**src/rtl/wd_pkg.sv**
```systemverilog
// Shared definitions for the write-data store sequencer: FSM encoding,
// memory access-size codes and default burst length.
package wd_pkg;
  localparam int WD_MAX_BEATS = 16;

  localparam logic [1:0] MAS_BYTE = 2'b00;
  localparam logic [1:0] MAS_WORD = 2'b10;

  typedef enum logic [2:0] {
    ST_IDLE,
    ST_LOAD,
    ST_DRIVE,
    ST_DONE,
    ST_ABRT
  } wd_state_e;
endpackage

```
**src/rtl/wd_beat_cnt.sv**
```systemverilog
// Loadable beat down-counter. Oversized loads are clamped to MAX_BEATS;
// last_o flags that the beat now on the bus is the final one.
module wd_beat_cnt #(
  parameter int MAX_BEATS = 16,
  parameter int CNT_W     = 5
) (
  input  logic             clk_i,
  input  logic             rst_ni,
  input  logic             load_i,
  input  logic [CNT_W-1:0] cnt_i,
  input  logic             dec_i,
  output logic             last_o
);
  localparam logic [CNT_W-1:0] MAXV = CNT_W'(MAX_BEATS);
  localparam logic [CNT_W-1:0] ONE  = CNT_W'(1);

  logic [CNT_W-1:0] cnt_q, cnt_d;

  always_comb begin
    cnt_d = cnt_q;
    if (load_i)
      cnt_d = (cnt_i > MAXV) ? MAXV : cnt_i;
    else if (dec_i && (cnt_q != '0))
      cnt_d = cnt_q - ONE;
  end

  always_ff @(posedge clk_i or negedge rst_ni) begin
    if (!rst_ni) cnt_q <= '0;
    else         cnt_q <= cnt_d;
  end

  assign last_o = (cnt_q <= ONE);
endmodule

```
**src/rtl/wd_seq.sv**
```systemverilog
// Store-burst sequencer: loads the write-data register per beat, then drives
// one memory write cycle per word, honouring wait states and aborts.
module wd_seq
  import wd_pkg::*;
#(
  parameter int MAX_BEATS = WD_MAX_BEATS,
  parameter int CNT_W     = 5
) (
  input  logic             sysclk,
  input  logic             nRESET,
  input  logic             st_req,
  input  logic [CNT_W-1:0] st_count,
  input  logic             st_byte,
  output logic             st_ack,
  input  logic             wd_valid,
  output logic             WD_Load,
  output logic             WD_DBE,
  output logic             nMREQ,
  output logic             nRW,
  output logic [1:0]       MAS,
  input  logic             nWAIT,
  input  logic             ABORT,
  output logic             addr_inc,
  output logic             st_done,
  output logic             st_abort,
  output logic             busy
);
  wd_state_e state_q, state_d;
  logic      byte_q, byte_d;
  logic      cnt_load, cnt_dec, cnt_last;

  wd_beat_cnt #(.MAX_BEATS(MAX_BEATS), .CNT_W(CNT_W)) u_cnt (
    .clk_i  (sysclk),
    .rst_ni (nRESET),
    .load_i (cnt_load),
    .cnt_i  (st_count),
    .dec_i  (cnt_dec),
    .last_o (cnt_last)
  );

  always_comb begin
    state_d  = state_q;
    byte_d   = byte_q;
    st_ack   = 1'b0;
    WD_Load  = 1'b0;
    addr_inc = 1'b0;
    cnt_load = 1'b0;
    cnt_dec  = 1'b0;
    case (state_q)
      ST_IDLE: begin
        // ack is masked while reset is held so no pulse escapes during reset
        if (st_req && nRESET) begin
          st_ack   = 1'b1;
          cnt_load = 1'b1;
          byte_d   = st_byte;
          state_d  = (st_count == '0) ? ST_DONE : ST_LOAD;
        end
      end
      ST_LOAD: begin
        WD_Load = wd_valid;
        if (wd_valid) state_d = ST_DRIVE;
      end
      ST_DRIVE: begin
        // ABORT only counts once the memory stops waiting
        if (nWAIT) begin
          if (ABORT) begin
            state_d = ST_ABRT;
          end else begin
            addr_inc = 1'b1;
            cnt_dec  = 1'b1;
            state_d  = cnt_last ? ST_DONE : ST_LOAD;
          end
        end
      end
      ST_DONE, ST_ABRT: state_d = ST_IDLE;
      default:          state_d = ST_IDLE;
    endcase
  end

  always_ff @(posedge sysclk or negedge nRESET) begin
    if (!nRESET) begin
      state_q <= ST_IDLE;
      byte_q  <= 1'b0;
    end else begin
      state_q <= state_d;
      byte_q  <= byte_d;
    end
  end

  // Bus controls decode from registers only, so they are glitch-free
  logic drive;
  assign drive    = (state_q == ST_DRIVE);
  assign nMREQ    = ~drive;
  assign nRW      = drive;
  assign WD_DBE   = drive;
  assign MAS      = (drive && byte_q) ? MAS_BYTE : MAS_WORD;
  assign st_done  = (state_q == ST_DONE);
  assign st_abort = (state_q == ST_ABRT);
  assign busy     = (state_q != ST_IDLE);
endmodule

```
**config.mk**
```make
export PLATFORM = sky130hd
export DESIGN_NAME = wd_seq
export DESIGN_NICKNAME = d
export VERILOG_FILES = /design/src/rtl/wd_pkg.sv /design/src/rtl/wd_beat_cnt.sv /design/src/rtl/wd_seq.sv
export SDC_FILE = /design/constraint.sdc
export NUM_CORES = 1
export LEC_CHECK = 0
export BUFFER_PORTS_ARGS = -buffer_cell sky130_fd_sc_hd__buf_2
export CAP_MARGIN = 40
export CELL_PAD_IN_SITES_DETAIL_PLACEMENT = 1
export CELL_PAD_IN_SITES_GLOBAL_PLACEMENT = 1
export CORE_ASPECT_RATIO = 0.8
export CORE_MARGIN = 2
export CORE_UTILIZATION = 31
export CTS_CLUSTER_DIAMETER = 100
export CTS_CLUSTER_SIZE = 24
export DETAILED_ROUTE_END_ITERATION = 6
export PLACE_DENSITY = 0.75
export SYNTH_ARGS = -nofsm -noshare
export SYNTH_HDL_FRONTEND = slang
export SYNTH_HIERARCHICAL = 1
export SYNTH_SLANG_ARGS = --single-unit
```
**constraint.sdc**
```tcl
create_clock -name sysclk -period 2 [get_ports sysclk]
set_clock_uncertainty 0.1 [all_clocks]
set_input_delay 0.1 -clock sysclk [delete_from_list [all_inputs] [get_ports sysclk]]
set_output_delay 0.1 -clock sysclk [all_outputs]
set_load 0.05 [all_outputs]
```
---- After elaboration in Yosys (flattened, before gate mapping) ----
Index checks and enable logic that the tools add are counted.
cells by class
  eq/ne operators ......................... 7
  muxes and demuxes ....................... 17
  bitwise logic cells ..................... 1
  add/subtract/negate cells ............... 1
  order comparisons ....................... 2
  reductions and logical operators ........ 10
operator list
  cell                                                   count
  2-to-1 mux 5 bit                                       3
  2-to-1 mux 3 bit                                       4
  one-hot mux 3 bit (3 select lines)                     1
  equality test 3 x 2 -> 1 bit (second input constant)   2
  2-to-1 mux 1 bit                                       6
  2-to-1 mux 2 bit                                       3
  inequality test 2 bit (second input constant)          3
  greater-than comparator 5 bit (second input constant)  1
  <= comparator 5 x 1 -> 1 bit (second input constant)   1
  zero test 5 bit                                        1
  nonzero test 5 bit                                     1
  subtractor 5 x 1 -> 5 bit (second input constant)      1
  equality test 3 x 1 -> 1 bit (second input constant)   1
  equality test 3 bit (second input constant)            1
  logical AND 1 bit                                      3
  zero test 3 bit                                        1
  AND reduction 3 bit                                    1
  nonzero test 3 bit                                     1
  AND reduction 2 bit                                    1
  nonzero test 2 bit                                     1
  NOT 1 bit                                              1
word-level totals
  output and inout port bits .............. 11
  input port bits ......................... 12
  word-level logic and storage cells ...... 41
  register bits ........................... 9

---- Longest topological paths before layout ----
Gate-level depths: netlist of run 1.
  depth after elaboration ................. 6
  gate-level depth with buffers ........... 7
  gate-level depth less buffers ........... 7

---- By module ----
The synthesis of run 1 kept the hierarchy.
modules (own cells, without submodules)
  module       area an instance (sq um)  times used  cells an instance  sequential area each (sq um)
  wd_beat_cnt  339.1                     1           38                 125.1
  wd_seq       315.3                     1           36                 100.1

---- Least setup slack after synthesis of run 1 ----
No wires, ideal clock.
  kind .................................... reg2reg
  from .................................... register state_q[0]
  to ...................................... register u_cnt.cnt_q[3]
  arrival ................................. 3.209 ns
  slack ................................... -1.378 ns
  cell stages (with the launch flop) ...... 8
  buffers on the path ..................... 1
  library setup time ...................... 0.069 ns
  period minus slack after synthesis ...... 3.378 ns
  required time ........................... 1.831 ns
  path through ............................ dfrtp_1 buf_6 nor3b_2 nand2_1 nor2_1 or4b_1 or4_1 nand3_1
on the way
  longest elaborated chain between the ends .. 4
  elaborated cells between the ends (all ways) .. 7
  those cells by class .................... eq/ne: 1; mux: 3; reduce/logical: 3
RTL lines
  what                          RTL line           text
  from (decl)                   wd_seq.sv:28       wd_state_e state_q, state_d;
  from (signal assigned)        wd_seq.sv:85       state_q <= state_d;
  equality test 3 x 2 -> 1 bit  -
  via WD_DBE                    wd_seq.sv:17       output logic WD_DBE,
  2-to-1 mux 1 bit              wd_seq.sv:49       case (state_q)
  via addr_inc                  wd_seq.sv:23       output logic addr_inc,
  logical AND 1 bit             wd_beat_cnt.sv:23  else if (dec_i && (cnt_q != '0))
  nonzero test 2 bit (no line)  -
  to (signal assigned)          wd_beat_cnt.sv:29  else cnt_q <= cnt_d;
  to (decl)                     wd_beat_cnt.sv:17  logic [CNT_W-1:0] cnt_q, cnt_d;
The timed path passes the listed nets, and every way through them passes these cells.
A chain may end at the register's enable or synchronous reset.

---- Worst setup path after layout of run 1 ----
  from .................................... register state_q[2]
  to ...................................... register u_cnt.cnt_q[3]
on the way
  longest elaborated chain between the ends .. 4
  elaborated cells between the ends (all ways) .. 7
  those cells by class .................... eq/ne: 1; mux: 3; reduce/logical: 3
RTL lines
  what                          RTL line
  equality test 3 x 2 -> 1 bit  wd_seq.sv:49
  2-to-1 mux 1 bit              wd_seq.sv:49
  logical AND 1 bit             wd_beat_cnt.sv:23
  nonzero test 2 bit (no line)  -
Several ways; a longest one is shown, not always the timed one.

==> results of run 1 <==
-- repair_timing --
| action | CTS | global route |
|---|---|---|
| setup endpoints to repair | 1 | 3 |
| resized for setup | 1 | 1 |
| hold buffers | 4 | 0 |
| endpoints found under the hold margin | 12 | 0 |
| pin swaps | 1 | 1 |
| setup buffers | 0 | 5 |
-- state kept, by name, indices dropped and copies added (netlist names) --
register / count
byte_q: 1
state_q: 3
u_cnt/cnt_q: 5
-- routing by layer --
layer | global-route usage | part of all wire
met2 | 0.274 | 0.46
met5 | 0 | 0
met1 | 0.230 | 0.50
met3 | 0.0602 | 0.042
met4 | 0.0585 | 0.0057
-- worst max-delay path, stage by stage, from the launching register on --
cell	delay [ns]
dfrtp_1	0.41
nor3b_4	0.21
nand2_1	0.11
nor2_4	0.09
or4b_4	0.47
or4_1	0.42
nand3_1	0.10
-- per-stage QoR --
| step | util | cells | worst slack [ns] | instance area, µm² |
|---|---|---|---|---|
| floorplan | - | 74 | -0.710 | 683 |
| global placement | 0.422 | 119 | 0.128 | 821 |
| detailed placement | 0.422 | 119 | 0.0297 | 821 |
| CTS | 0.458 | 127 | 0.00351 | 891 |
| global route | 0.479 | 132 | -0.0867 | 932 |
| finish | 0.479 | 132 | 0.0158 | 932 |
-- cell type report --
cell class / instances / area [µm²]
Clock inverter: 1 / 5.00
Fill cell: 241 / 1010
Inverter: 5 / 18.8
Sequential cell: 9 / 225
Multi-Input combinational cell: 55 / 408
Timing Repair Buffer: 35 / 223
Clock buffer: 3 / 22.5
Tap cell: 24 / 30.0
-- synth_stat cells (all sizes together) (2+ instances only) --
master  n  share of area
a21oi   6          0.046
a22oi   2          0.023
buf     4          0.048
dfrtp   9           0.34
ha      2          0.038
inv     5          0.029
nand2   6          0.034
nand3   4          0.031
nor2    4          0.027
nor2b   3          0.029
nor3b   4          0.054
nor4    2          0.029
o21ai   4          0.031
o311ai  2          0.027
or3     3          0.036
or4b    2          0.036
-- worst min-delay path by stage --
stage,start,to
2_1_floorplan,nRESET,byte_q
5_1_grt,st_count[2],u_cnt/cnt_q[2]
3_3_place_gp,nRESET,u_cnt/cnt_q[2]
3_5_place_dp,nRESET,u_cnt/cnt_q[2]
6_report,st_count[2],u_cnt/cnt_q[2]
4_1_cts,st_count[2],u_cnt/cnt_q[2]
-- power by group --
group / switching, µW / internal (µW) / total [µW] / leakage (µW)
Sequential: 100 / 263 / 364 / 0.000113
Combinational: 460 / 302 / 763 / 0.000312
Clock: 66.2 / 73.8 / 140 / 0.0000177
Total: 627 / 640 / 1270 / 0.000443
-- kinds of logic (layout without fill, tap and decap cells) --
logic type	after synthesis	after routing
simple gates	34	34
other cells	1	1
mux	2	2
flops	9	9
buf+inv	10	44
compound gates	16	16
fa+ha+maj	2	2
==> impl_metrics.tcl, run 1 <==
set metrics [dict create \
    insertion_delay_ns 0.26 \
    synth_seq_area_share 0.344 \
    cp-startpoint "state_q[2]" \
    final-setup-viol-count 0 \
    mappedNetlistArea_um2 654 \
    dominant_combinational_cell_family_by_area_after_synthesis "simple AND/OR/NAND/NOR gates" \
    rsz_0062_raised_after_global_routing "true" \
    finalNetCount 123 \
    async_reset_ff_frac 1.00 \
    dr.first_iter.drc_count 11 \
    critPathCaptureType "register" \
    detail_route.drc_violations 0 \
    share_of_the_synthesized_area_in_compound_gates_ao_oa_aoi_oai 0.151 \
    pre_antenna_drt_iters 3 \
    cts_buffers 3 \
    ys_ff_latch 9 \
    yosys-mux-area-fraction 0.0325 \
    chipHeight_um 45.1 \
    vias 671 \
    gr-total-overflow 0 \
    place.port_buffers 21 \
    cts_tree "done" \
    finalCriticalPeriod_ns 1.98 \
    setup_tns_ns 0 \
    power.total_uw 1270 \
    via_count_of_the_first_global_routing_pass 695 \
    hold_depth 3 \
    required_ns 2.09 \
    worst_hold_path_type "in2reg" \
    power_per_cell_area_nw_per_um2 1360 \
    core_area_um2 1940 \
    hold_viol_final 0 \
    cts-htree-levels 1 \
    final_cell_mix "20 x buf_2, 11 x buf_4, 9 x dfrtp_1" \
    layout.cells.most_common "buf_2" \
    count_of_antenna_diodes_in_the_layout 0 \
    die_width_um 55.4 \
    synthXorXnorAreaFrac 0 \
    outcome "finished clean" \
    timing.critical_path.arrival_ns 2.08 \
    path_max_fanout 2 \
    post_route_cells_drive_above_1_share 0.417 \
    wl_per_cell_um 14.7 \
    worst_hold_slack_ns 0.0187 \
    syn_inst 74 \
    flip_flop_cell_with_the_highest_count_after_synthesis "dfrtp_1" \
    synth_fa_ha_area_frac 0.0382 \
    routabilityCongestion 0.818 \
    syn_to_final_growth_pct 42.4 \
    timing.final.crit_share 0.992 \
    boundaryPins 23 \
    grt_start_max_net_pins 16 \
    grt_first_pass_wirelength_um 3260 \
    achievable-frequency_ghz 0.504 \
    total_leakage_power_uw 0.000443 \
    fp-row-count 14 \
    slew_violations 0 \
    synth.net_count 88 \
    remaining_antenna_violation_count_after_routing 0 \
    routed_via_density 5.08 \
    endpoint "u_cnt/cnt_q[3]" \
    path_class "reg2reg" \
    clkSinkCount 9 \
    cts-root-buf "clkbuf_4" \
    start_util 0.337 \
    cts-root-to-sink-buffers 2 \
    timing.rr.end "u_cnt/cnt_q[3]" \
    synth.distinct_cells 37 \
    track_usage 0.175 \
    drv_cap 0 \
    fp.dieArea_um2 2500 \
    mean_cell_area_of_the_mapped_netlist_um2 8.84 \
    ff2ff_setup_slack_ns 0.02 \
    antenna_violations_before_repair 0 \
    timing.rr.start "state_q[2]" \
    dp_hpwl_um 1440 \
    wire_length_after_detailed_routing_um 1950 \
    worst_r2r_path_depth 6 \
    clk_pin_slew_worst_paths_ns 0.07 \
    synth_enable_flop_cells 0 \
    synthSimpleGateAreaFrac 0.346 \
    yosysWarnings 6 \
    critPathLaunchType "register" \
    vdd_drop_max_uv 749 \
]
No activity file was read; power rests on OpenSTA's default activity.
==> inputs of run 2 (changes only) <==
--- a/config.mk
+++ b/config.mk
@@ -15,7 +15,8 @@
 export CTS_CLUSTER_DIAMETER = 100
 export CTS_CLUSTER_SIZE = 24
 export DETAILED_ROUTE_END_ITERATION = 6
-export PLACE_DENSITY = 0.75
+export MAX_ROUTING_LAYER = met4
+export PLACE_DENSITY = 0.77
 export SYNTH_ARGS = -nofsm -noshare
 export SYNTH_HDL_FRONTEND = slang
 export SYNTH_HIERARCHICAL = 1
==> run 2 against run 1 <==
Effect of this change: total power is 2.4% higher; first-iteration DRC count decreased by 45%; clock power increased by 11%; maximum frequency increased by 2.1%; critical path type unchanged; largest cell class unchanged.
==> impl_metrics.tcl, run 2 (synthesized netlist as in run 1, its figures left out) <==
set metrics [dict create \
    gr-total-overflow 0 \
    boundaryPins 23 \
    vdd_drop_max_uv 669 \
    detail_route.drc_violations 0 \
    fp-row-count 14 \
    dr.first_iter.drc_count 6 \
    chipHeight_um 45.1 \
    pre_antenna_drt_iters 4 \
    die_width_um 55.4 \
    stdcell_count 133 \
    achievable-frequency_ghz 0.514 \
    finalNetCount 124 \
    hold_viol_final 0 \
    cpMaxStageDelayCell "or4b_4" \
    cp_cell_sequence "nor3b_4 > nand2_2 > nor2_4 > or4b_4 > or4_1 > nand3_1" \
    layout_top_registers "u_cnt/cnt_q (5), state_q (3), byte_q (1)" \
    remaining_antenna_violation_count_after_routing 0 \
    post_route_cells_drive_above_1_share 0.394 \
    required_ns 2.12 \
    dp_slack_ns 0.0566 \
    power_per_cell_area_nw_per_um2 1370 \
    wire_length_after_detailed_routing_um 2190 \
    layout.cells.most_common "buf_2" \
    finish.utilization 0.488 \
    clkSinkCount 9 \
    cts-htree-levels 1 \
    multiInputGateArea_um2 410 \
    finalCriticalPeriod_ns 1.94 \
    fillerInstances 243 \
    place.port_buffers 21 \
    vias 711 \
    insertion_delay_ns 0.29 \
    slew_violations 0 \
    start_util 0.337 \
    dp_hpwl_um 1490 \
    timing.critical_path.arrival_ns 2.07 \
    grt_start_max_net_pins 11 \
    top_register "u_cnt/cnt_q" \
    core_area_um2 1940 \
    layout.area.seq_um2 225 \
    syn_to_final_growth_pct 44.9 \
    dp_cells 119 \
    routabilityCongestion 0.814 \
    track_usage 0.205 \
    routed_via_density 5.35 \
    clk_pin_slew_worst_paths_ns 0.07 \
    grt_first_pass_wirelength_um 3610 \
    cts-root-buf "clkbuf_4" \
    wl_per_cell_um 16.5 \
    rsz_0062_raised_after_global_routing "true" \
    worst_hold_path_type "in2reg" \
    final-setup-viol-count 0 \
    setup_slack_ns 0.0560 \
    critPathLaunchType "register" \
    final_cell_mix "20 x buf_2, 9 x dfrtp_1, 9 x buf_4" \
    path_max_fanout 2 \
    antenna_violations_before_repair 0 \
    cts-root-to-sink-buffers 2 \
    count_of_antenna_diodes_in_the_layout 0 \
    via_count_of_the_first_global_routing_pass 797 \
    cts_buffers 3 \
    fp.dieArea_um2 2500 \
    timing.final.crit_share 0.972 \
    outcome "finished clean" \
    timing.critical_path.slowest_cell_delay_ns 0.46 \
    total_leakage_power_uw 0.000443 \
    path_class "reg2reg" \
    cts_tree "done" \
    largest_reg_flops 5 \
    drv_cap 0 \
    critPathCaptureType "register" \
]
-- run 2: worst paths after layout --
check	depth (start not counted)	end	startpoint	slack, ns
min	3	u_cnt/cnt_q[0]	st_count[0]	0.03
min reg2reg	1	byte_q	byte_q	0.40
max reg2reg	6	u_cnt/cnt_q[3]	state_q[0]	0.06
max in group asynchronous	2	state_q[1]	nRESET	1.51
max	6	u_cnt/cnt_q[3]	state_q[0]	0.06
min in group asynchronous	2	u_cnt/cnt_q[4]	nRESET	0.09
-- run 2: per-stage QoR --
| step | setup TNS [ns] | hold slack (ns) | total power (µW) | area (µm²) |
|---|---|---|---|---|
| after floorplan | -1.56 | -0.296 | 905 | 683 |
| after global placement | 0 | -0.123 | 1050 | 821 |
| after detailed placement | 0 | -0.119 | 1080 | 821 |
| after CTS | 0 | 0.0262 | 1270 | 942 |
| after global routing | -0.0147 | 0.0556 | 1380 | 948 |
| final | 0 | 0.0276 | 1300 | 948 |
-- run 2: where the power goes --
| part | leakage (µW) | switching [µW] | internal [µW] |
|---|---|---|---|
| Sequential | 0.000113 | 101 | 263 |
| Clock | 0.0000150 | 78.4 | 77.7 |
| Combinational | 0.000315 | 482 | 295 |
| Total | 0.000443 | 661 | 636 |
-- run 2: cell type report --
class / count / share of cell area
sequential: 9 / 0.237
clock buffer: 4 / 0.0277
multi-input combinational: 55 / 0.433
inverter: 5 / 0.0198
timing repair buffer: 36 / 0.251
tap: 24 / 0.0317
-- run 2: metal layers --
layer  global-route usage  part of all wire
met1                0.225              0.44
met2                0.324              0.49
met3               0.0716             0.043
met4                0.132             0.018
met5                    -                 0
-- run 2: worst max-delay path, delay by kind of cell, from the launching register on --
kind | cells | cell delay (ns)
flops | 1 | 0.41
simple gates | 6 | 1.39
-- run 2: what timing repair did --
| action | in CTS | in global routing |
|---|---|---|
| pin swaps | 1 | 3 |
| setup endpoints to repair | 1 | 1 |
| hold buffers | 7 | 0 |
| hold endpoints to repair | 15 | 0 |
| setup buffers | 3 | 0 |
| gates resized for setup | 1 | 2 |
| cloned | 0 | 0 |
==> inputs of run 3 (changes only) <==
--- a/config.mk
+++ b/config.mk
@@ -5,18 +5,19 @@
 export SDC_FILE = /design/constraint.sdc
 export NUM_CORES = 1
 export LEC_CHECK = 0
+export ABC_AREA = 1
 export BUFFER_PORTS_ARGS = -buffer_cell sky130_fd_sc_hd__buf_2
 export CAP_MARGIN = 40
 export CELL_PAD_IN_SITES_DETAIL_PLACEMENT = 1
 export CELL_PAD_IN_SITES_GLOBAL_PLACEMENT = 1
 export CORE_ASPECT_RATIO = 0.8
 export CORE_MARGIN = 2
-export CORE_UTILIZATION = 31
+export CORE_UTILIZATION = 30
 export CTS_CLUSTER_DIAMETER = 100
 export CTS_CLUSTER_SIZE = 24
 export DETAILED_ROUTE_END_ITERATION = 6
 export MAX_ROUTING_LAYER = met4
-export PLACE_DENSITY = 0.77
+export PLACE_DENSITY = 0.78
 export SYNTH_ARGS = -nofsm -noshare
 export SYNTH_HDL_FRONTEND = slang
 export SYNTH_HIERARCHICAL = 1
==> run 3 against run 2 <==
Effect of this change: the flow now finishes with violations (DRC); synthesized cell count rose by 46%; maximum frequency up 12%; non-clock buffer count down 13; sequential share of layout area grew 0.81 points; utilization fell by 7.4 points; via count up 7.0%; combinational power rose by 13%; critical path type is now reg2out; critical endpoint is now addr_inc.
==> impl_metrics.tcl, run 3 <==
set metrics [dict create \
    track_usage 0.180 \
    hold_depth 3 \
    path_max_fanout 6 \
    cts-htree-levels 1 \
    post_cts_resized 0 \
    finalNetCount 148 \
    finish.utilization 0.414 \
    fp.dieArea_um2 2820 \
    chipHeight_um 47.9 \
    yosysWarnings 6 \
    synthDominantAreaCellType "dfrtp_1" \
    routabilityCongestion 0.772 \
    cts-root-to-sink-buffers 2 \
    synth_seq_area_share 0.312 \
    synth.distinct_cells 22 \
    synth_enable_flop_cells 0 \
    achievable-frequency_ghz 0.576 \
    dp_cells 152 \
    rsz_0062_raised_after_global_routing "false" \
    die_width_um 58.8 \
    place.port_buffers 21 \
    boundaryPins 23 \
    grt_start_max_net_pins 11 \
    largest_reg_flops 5 \
    remaining_antenna_violation_count_after_routing 0 \
    syn_to_final_growth_pct 27.0 \
    hold_viol_final 0 \
    post_cts_hold_buffer_count 2 \
    required_ns 1.80 \
    layout.cells.most_common "nand2_1" \
    timing.critical_path.arrival_ns 1.54 \
    total_leakage_power_uw 0.000487 \
    vias 761 \
    cts_buffers 3 \
    critPathLaunchType "register" \
    gr-total-overflow 0 \
    post_synth_main_area_contributors "dfrtp_1 31%, nand2_1 17%, inv_1 6.8%, nor2_1 5.2%, nand2_2 4.3%" \
    failed_checks "DRC" \
    synth_commonest_cells "33 x nand2_1, 13 x inv_1, 10 x nor2_1" \
    outcome "complete, but fails checks" \
    count_of_antenna_diodes_in_the_layout 0 \
    async_reset_ff_frac 1.00 \
    dp_hpwl_um 1770 \
    slew_violations 0 \
    pre_antenna_drt_iters 6 \
    finalCriticalPeriod_ns 1.74 \
    syn_inst 108 \
    path_class "reg2out" \
    wire_length_after_detailed_routing_um 2110 \
    detail_route.drc_violations 1 \
    vdd_drop_max_uv 681 \
    layout_top_registers "u_cnt/cnt_q (5), state_q (3), byte_q (1)" \
    power_per_cell_area_nw_per_um2 1490 \
    worst_r2r_path_depth 9 \
    setup_tns_ns 0 \
    antenna_violations_before_repair 0 \
    cts_tree "done" \
    wl_per_cell_um 13.3 \
    via_count_of_the_first_global_routing_pass 740 \
    final-setup-viol-count 0 \
    critPathCaptureType "primary output" \
    final_cell_mix "32 x nand2_1, 21 x buf_2, 13 x inv_1" \
    grt_first_pass_wirelength_um 3430 \
    stdcell_count 158 \
    clkSinkCount 9 \
    cts-root-buf "clkbuf_4" \
    clk_pin_slew_worst_paths_ns 0.06 \
    mappedNetlistArea_um2 722 \
    synth.net_count 122 \
    synth_most_common_cell "nand2_1" \
    cts_setup_buffers 0 \
    worst_hold_path_type "in2reg" \
    core_area_um2 2210 \
    drv_cap 0 \
    fp-row-count 15 \
    start_util 0.326 \
    dr.first_iter.drc_count 18 \
    top_register "u_cnt/cnt_q" \
    insertion_delay_ns 0.27 \
    dp_slack_ns 0.370 \
    timing.final.crit_share 0.869 \
    flip_flop_cell_with_the_highest_count_after_synthesis "dfrtp_1" \
    setup_slack_ns 0.262 \
    netlist.area_leader.share 0.312 \
    post_route_cells_drive_above_1_share 0.361 \
    ys_ff_latch 9 \
    routed_via_density 4.82 \
    mean_cell_area_of_the_mapped_netlist_um2 6.68 \
]
## run 3: cell count changes after synthesis, moves of 3 or more
cell	change
nand2_1	+27
inv_1	+8
nor2_1	+7
nand2_2	+5
a21oi_1	-4
nor3_1	+4
inv_2	+3
nor2_2	+3
nor2b_1	-3
nor3b_1	-3
## run 3: area by class of cell
class	count	area (µm²)
Sequential cell	9	225
Timing Repair Buffer	23	125
Multi-Input combinational cell	80	444
Tap cell	25	31.3
Clock buffer	4	26.3
Fill cell	304	1300
Inverter	17	65.1
## run 3: logic make-up after synthesis
| kind of cell | Yosys count | share of synthesized area |
|---|---|---|
| and+or+nand+nor | 69 | 0.477 |
| buffers and inverters | 19 | 0.111 |
| DFF | 9 | 0.312 |
| AOI/OAI and AO/OA | 8 | 0.0607 |
| adders and majority gates | 2 | 0.0347 |
| other | 1 | 0.00519 |
## run 3: metal layers
layer,part of all wire,routed length (µm),up-vias,track usage
li1,-,-,381,-
met1,0.47,993,364,0.224
met2,0.47,995,11,0.280
met3,0.027,56,5,0.0270
met4,0.028,59,0,0.109
met5,0,0,-,-
## run 3: worst max-delay path: stages (launching register included)
cell and delay, ns:
dfrtp_1 0.40, inv_1 0.19, nand3_4 0.17, nor3_4 0.20
buf_2 0.31
## run 3: power by group
part / switching, µW / total (µW) / internal [µW]
clock network: 70.8 / 148 / 77.3
registers: 85.2 / 344 / 259
logic: 623 / 875 / 251
total: 779 / 1370 / 587
## run 3: path summary, 6_finish.rpt
path,from,end,slack [ns]
hold reg to reg,byte_q,byte_q,0.42
hold / removal,ABORT,state_q[2],0.01
setup / recovery,state_q[0],addr_inc,0.26
setup reg to reg,state_q[1],u_cnt/cnt_q[0],0.35
max in group asynchronous,nRESET,u_cnt/cnt_q[0],1.48
min in group asynchronous,nRESET,state_q[2],0.13
## run 3: metrics by stage
stage / instance area (µm²) / power, µW / hold WS, ns
finish: 917 / 1370 / 0.0106
global route: 917 / 1490 / 0.0156
CTS: 917 / 1380 / 0.00308
detailed placement: 871 / 1220 / -0.122
global placement: 871 / 1190 / -0.133
floorplan: 749 / 1020 / -0.296
